[config.mk]
export PLATFORM = sky130hd
export DESIGN_NAME = mem_port_arbiter
export DESIGN_NICKNAME = d
export VERILOG_FILES = /design/src/rtl/mem_port_arbiter_pkg.sv /design/src/rtl/mem_port_arbiter_rr_pick2.sv /design/src/rtl/mem_port_arbiter.sv
export SDC_FILE = /design/constraint.sdc
export NUM_CORES = 1
export LEC_CHECK = 0
export BUFFER_PORTS_ARGS = -buffer_cell sky130_fd_sc_hd__buf_2
export CAP_MARGIN = 25
export CORE_AREA = 2 2 117 119
export CTS_CLUSTER_DIAMETER = 100
export DETAILED_ROUTE_END_ITERATION = 6
export DIE_AREA = 0 0 119 121
export PLACE_DENSITY = 0.83
export SYNTH_ARGS = -nofsm -noshare
export SYNTH_HDL_FRONTEND = slang
export SYNTH_SLANG_ARGS = --single-unit
[constraint.sdc]
create_clock -name clk -period 2.85 [get_ports clk]
set_input_delay 0.285 -clock clk [delete_from_list [all_inputs] [get_ports clk]]
set_output_delay 0.285 -clock clk [all_outputs]
set_load 0.03 [all_outputs]
[src/rtl/mem_port_arbiter_pkg.sv]
// Shared definitions for the two-port memory arbiter: FSM state encoding and port ids.
package mem_port_arbiter_pkg;

  typedef enum logic [1:0] {
    ARB_IDLE   = 2'd0,
    ARB_ACCESS = 2'd1,
    ARB_RESP   = 2'd2
  } arb_state_e;

  localparam logic PORT_CPU = 1'b0;
  localparam logic PORT_DMA = 1'b1;

endpackage

[src/rtl/mem_port_arbiter_rr_pick2.sv]
// Combinational 2-way round-robin picker; on a tie the port not served last wins.
module rr_pick2
  import mem_port_arbiter_pkg::*;
(
  input  logic req0,
  input  logic req1,
  input  logic last,
  output logic gnt_valid,
  output logic gnt_id
);

  always_comb begin
    // NOTE: every output gets a default before the branches so no latch is inferred.
    gnt_valid = req0 | req1;
    gnt_id    = PORT_CPU;
    if (req0 && req1) gnt_id = ~last;
    else if (req1)    gnt_id = PORT_DMA;
  end

endmodule

[src/rtl/mem_port_arbiter.sv]
// Round-robin arbiter/sequencer for the shared memory port: grants one requester,
// holds its latched transaction on the memory side until m_ready, then pulses ack.
module mem_port_arbiter
  import mem_port_arbiter_pkg::*;
#(
  parameter int AW = 32,
  parameter int DW = 32
) (
  input  logic          clk,
  input  logic          reset_n,
  input  logic          p0_req,
  input  logic          p0_we,
  input  logic [AW-1:0] p0_adr,
  input  logic [DW-1:0] p0_wd,
  output logic          p0_ack,
  output logic [DW-1:0] p0_rd,
  input  logic          p1_req,
  input  logic          p1_we,
  input  logic [AW-1:0] p1_adr,
  input  logic [DW-1:0] p1_wd,
  output logic          p1_ack,
  output logic [DW-1:0] p1_rd,
  output logic          m_req,
  output logic          m_we,
  output logic [AW-1:0] m_adr,
  output logic [DW-1:0] m_wd,
  input  logic [DW-1:0] m_rd,
  input  logic          m_ready,
  output logic          busy
);

  arb_state_e state;
  logic       sel;
  logic       last_gnt;
  logic       gnt_valid;
  logic       gnt_id;

  rr_pick2 u_pick (
    .req0      (p0_req),
    .req1      (p1_req),
    .last      (last_gnt),
    .gnt_valid (gnt_valid),
    .gnt_id    (gnt_id)
  );

  // m_adr/m_wd/m_we are the latched transaction itself, so the memory side never
  // sees the ports combinationally and a misbehaving requester cannot disturb it.
  always_ff @(posedge clk or negedge reset_n) begin
    if (!reset_n) begin
      state    <= ARB_IDLE;
      sel      <= PORT_CPU;
      last_gnt <= PORT_DMA;
      m_req    <= 1'b0;
      m_we     <= 1'b0;
      m_adr    <= '0;
      m_wd     <= '0;
      p0_ack   <= 1'b0;
      p1_ack   <= 1'b0;
      p0_rd    <= '0;
      p1_rd    <= '0;
      busy     <= 1'b0;
    end else begin
      // NOTE: non-blocking assignments so every register updates from pre-edge values.
      p0_ack <= 1'b0;
      p1_ack <= 1'b0;
      case (state)
        ARB_IDLE: begin
          if (gnt_valid) begin
            sel      <= gnt_id;
            last_gnt <= gnt_id;
            m_req    <= 1'b1;
            busy     <= 1'b1;
            state    <= ARB_ACCESS;
            if (gnt_id == PORT_DMA) begin
              m_we  <= p1_we;
              m_adr <= p1_adr;
              m_wd  <= p1_wd;
            end else begin
              m_we  <= p0_we;
              m_adr <= p0_adr;
              m_wd  <= p0_wd;
            end
          end
        end
        ARB_ACCESS: begin
          if (m_ready) begin
            m_req <= 1'b0;
            m_we  <= 1'b0;
            state <= ARB_RESP;
            if (sel == PORT_DMA) begin
              p1_ack <= 1'b1;
              if (!m_we) p1_rd <= m_rd;
            end else begin
              p0_ack <= 1'b1;
              if (!m_we) p0_rd <= m_rd;
            end
          end
        end
        ARB_RESP: begin
          busy  <= 1'b0;
          state <= ARB_IDLE;
        end
        default: begin
          m_req <= 1'b0;
          m_we  <= 1'b0;
          busy  <= 1'b0;
          state <= ARB_IDLE;
        end
      endcase
    end
  end

endmodule

==> flow_metrics.env <==
export IMPL_cp_common_cell="mux2_2"
export IMPL_grt_max_degree=68
export IMPL_ios=300
export IMPL_die_w_um=119
export IMPL_dr_total_vias=4243
export IMPL_max_freq_mhz=496
export IMPL_grt_ovfl_total=0
export IMPL_worstPathRequired_ns=3.14
export IMPL_coreArea_um2=13100
export IMPL_dpl_cell_area_um2=7690
export IMPL_die_area_um2=14400
export IMPL_crit_fanout=42
export IMPL_yosys_cell_types_count=24
export IMPL_leakagePower_nw=4.23
export IMPL_synth_edf_count=0
export IMPL_clock_latency_ns=0.41
export IMPL_cts_hold_buf=1
export IMPL_initial_core_util_pct=45.7
export IMPL_grt_pass1_vias=4607
export IMPL_synthToLayoutAreaGrowth_pct=40.0
export IMPL_grt_usage_pct=20.9
export IMPL_synth_fp_nets=540
export IMPL_drc=0
export IMPL_relSlewSlack_pct=59.2
export IMPL_synth_ff_type="dfrtp_1"
export IMPL_synth_top_cell_area_share_pct=56.9
export IMPL_drt_iter0_drc=116
export IMPL_cap_violations=0
export IMPL_critPathMaxStageDelay_ns=0.55
export IMPL_min_period_ns=2.02
export IMPL_drive_gt1_share_pct=77.2
export IMPL_vdd_ir_drop_worst_v=0.000853
export IMPL_synth_area_per_cell_um2=16.0
export IMPL_power_density_nw_per_um2=1320
export IMPL_hold_viol=0
export IMPL_finalCritPeriodShare_pct=70.8
export IMPL_drt_wirelength_per_cell_um=16.9
export IMPL_cp_arrival_ns=2.30
export IMPL_gp_congestion=0.795
export IMPL_hold_class="in2reg"
export IMPL_dp_hpwl_mm=11.1
export IMPL_synthArstFlopShare_pct=100
export IMPL_yosysMostFrequentCell="mux2_2"
export IMPL_ys_seq_elements=137
export IMPL_die_h_um=121
export IMPL_postCtsSetupRepairBufs=0
export IMPL_clock_skew_ns=0.00699
export IMPL_r2r_cells=4
export IMPL_tritoncts="done"
export IMPL_synth_area_leaders="dfrtp_1 (57%), mux2_2 (30%), mux2_4 (7.5%), buf_2 (1.3%), buf_6 (0.57%)"
export IMPL_synth_area_um2=5980
export IMPL_num_rows=42
export IMPL_grt_pass1_wl_mm=23.2
export IMPL_tightest_slew_ns=0.612
export IMPL_fin_area_um2=8370
export IMPL_cts_sinks=137
export IMPL_numCtsBuffers=17
export IMPL_nFillCells=949
export IMPL_path_depth=4
export IMPL_endpoint_kind="flop"
export IMPL_nNetsFinal=846
export IMPL_clock_path_buffers=2
export IMPL_cts_resized=0
export IMPL_final_max_slew_viol_count=0
export IMPL_drt_pass1_iter_count=4
export IMPL_slowest_stage="dfstp_2"
export IMPL_avgViaCountPerCell=4.88
export IMPL_synth_top_area_cell="dfrtp_1"
export IMPL_fin_tns_setup_ns=0
export IMPL_h_tree_depth=4
export IMPL_crit_path_start_kind="flop"
export IMPL_setup_viol=0
export IMPL_port_buffers=299
export IMPL_worst_path_buf_inv=1
export IMPL_ys_seq_area_share_pct=57.4
export IMPL_crit_type="reg2reg"
export IMPL_syn_inst=373
export IMPL_holdPathStages=2
export IMPL_status="complete, no violations"
export IMPL_wl_mm=14.7
export IMPL_path_cells="a21bo_2, buf_12, mux2_2, mux2_2"
export IMPL_critPathTopFamily="multiplexers"
export IMPL_rsz0062_at_grt="no"
export IMPL_clockRootBuffer="clkbuf_16"
export IMPL_antenna_found_initial=2
export IMPL_detail_route_antenna_nets=0
export IMPL_yosysWarnings=0
export IMPL_synth_commonest_cells="mux2_2 (159), dfrtp_1 (136), mux2_4 (30)"
export IMPL_cts_clk_slew_worst_paths_ns=0.06
-- layer usage --
metal	GRT usage, %	vias to the layer above	part of all wire (%)
li1	-	1951	-
met3	7.71	21	8.8
met1	22.3	2078	37
met2	37.7	193	53
met5	0	-	0
met4	7.51	0	1.7
-- worst register-to-register path, delay by kind of cell (launching register included) --
family	cells	cell delay, ns
muxes	2	0.66
DFF	1	0.55
AOI/OAI and AO/OA	1	0.40
buffers and inverters	1	0.29
-- final timing paths --
| path | from | end | slack, ns |
|---|---|---|---|
| hold / removal | p0_req | last_gnt | 0.11 |
| min in group asynchronous | reset_n | m_adr[30] | 0.42 |
| hold reg to reg | p0_rd[27] | p0_rd[27] | 0.49 |
| max in group asynchronous | reset_n | p0_rd[26] | 1.52 |
| setup / recovery | last_gnt | m_wd[19] | 0.83 |
| setup reg to reg | last_gnt | m_wd[19] | 0.83 |
-- cells by family after synthesis --
group | after synthesis | share of synthesized area, %
and+or+nand+nor | 11 | 1.28
AOI/OAI and AO/OA | 8 | 0.816
buffers and inverters | 23 | 2.16
DFF | 137 | 57.4
muxes | 194 | 38.4
-- flip-flops by register name, summed over array words and instances, names as in the netlist --
signal / cells
sel: 1
p1_ack: 1
p1_rd: 32
state: 2
m_wd: 32
p0_rd: 32
busy: 1
m_adr: 32
m_we: 1
p0_ack: 1
m_req: 1
last_gnt: 1
-- layout by cell type (no fill, tap or decap), drive strengths merged, types with 2 or more instances in the layout --
master,Yosys,routed
buf,19,307
bufinv,0,5
clkbuf,2,18
clkinv,0,5
clkinvlp,0,2
dfrtp,136,136
diode,0,2
inv,2,4
mux2,192,192
mux2i,2,2
nand2,3,3
nor2,2,2
nor3,2,2
o21ai,4,4
-- power by group --
part           leakage, nW  switching [mW]  internal, mW  total [mW]
sequential            1.63           0.542          2.94        3.48
clock                0.317           0.831          1.58        2.41
combinational         2.29            3.13          2.03        5.15
total                 4.23            4.50          6.55        11.0
-- final cells by class --
type / count / area (µm²) / share of cell area (%)
Clock buffer: 18 / 439 / 5.25
Inverter: 2 / 7.51 / 0.0897
Antenna cell: 2 / 5.00 / 0.0598
Sequential cell: 137 / 3430 / 41.0
Clock inverter: 14 / 219 / 2.62
Tap cell: 176 / 220 / 2.63
Multi-Input combinational cell: 213 / 2440 / 29.1
Timing Repair Buffer: 308 / 1610 / 19.2
-- stage by stage --
stage / total power [mW] / utilization, % / worst slack, ns / instances / hold WS, ns
4_1_cts: 11.1 / 63.9 / 0.786 / 868 / 0.0848
3_3_place_gp: 8.50 / 58.7 / 0.773 / 834 / 0.304
6_report: 11.0 / 64.0 / 0.833 / 870 / 0.106
2_1_floorplan: 7.09 / - / 1.08 / 373 / -0.0106
3_5_place_dp: 8.68 / 58.8 / 0.799 / 835 / 0.326
5_1_grt: 11.6 / 63.9 / 0.729 / 868 / 0.0969
Note: power is estimated with default switching activity, not from simulation.
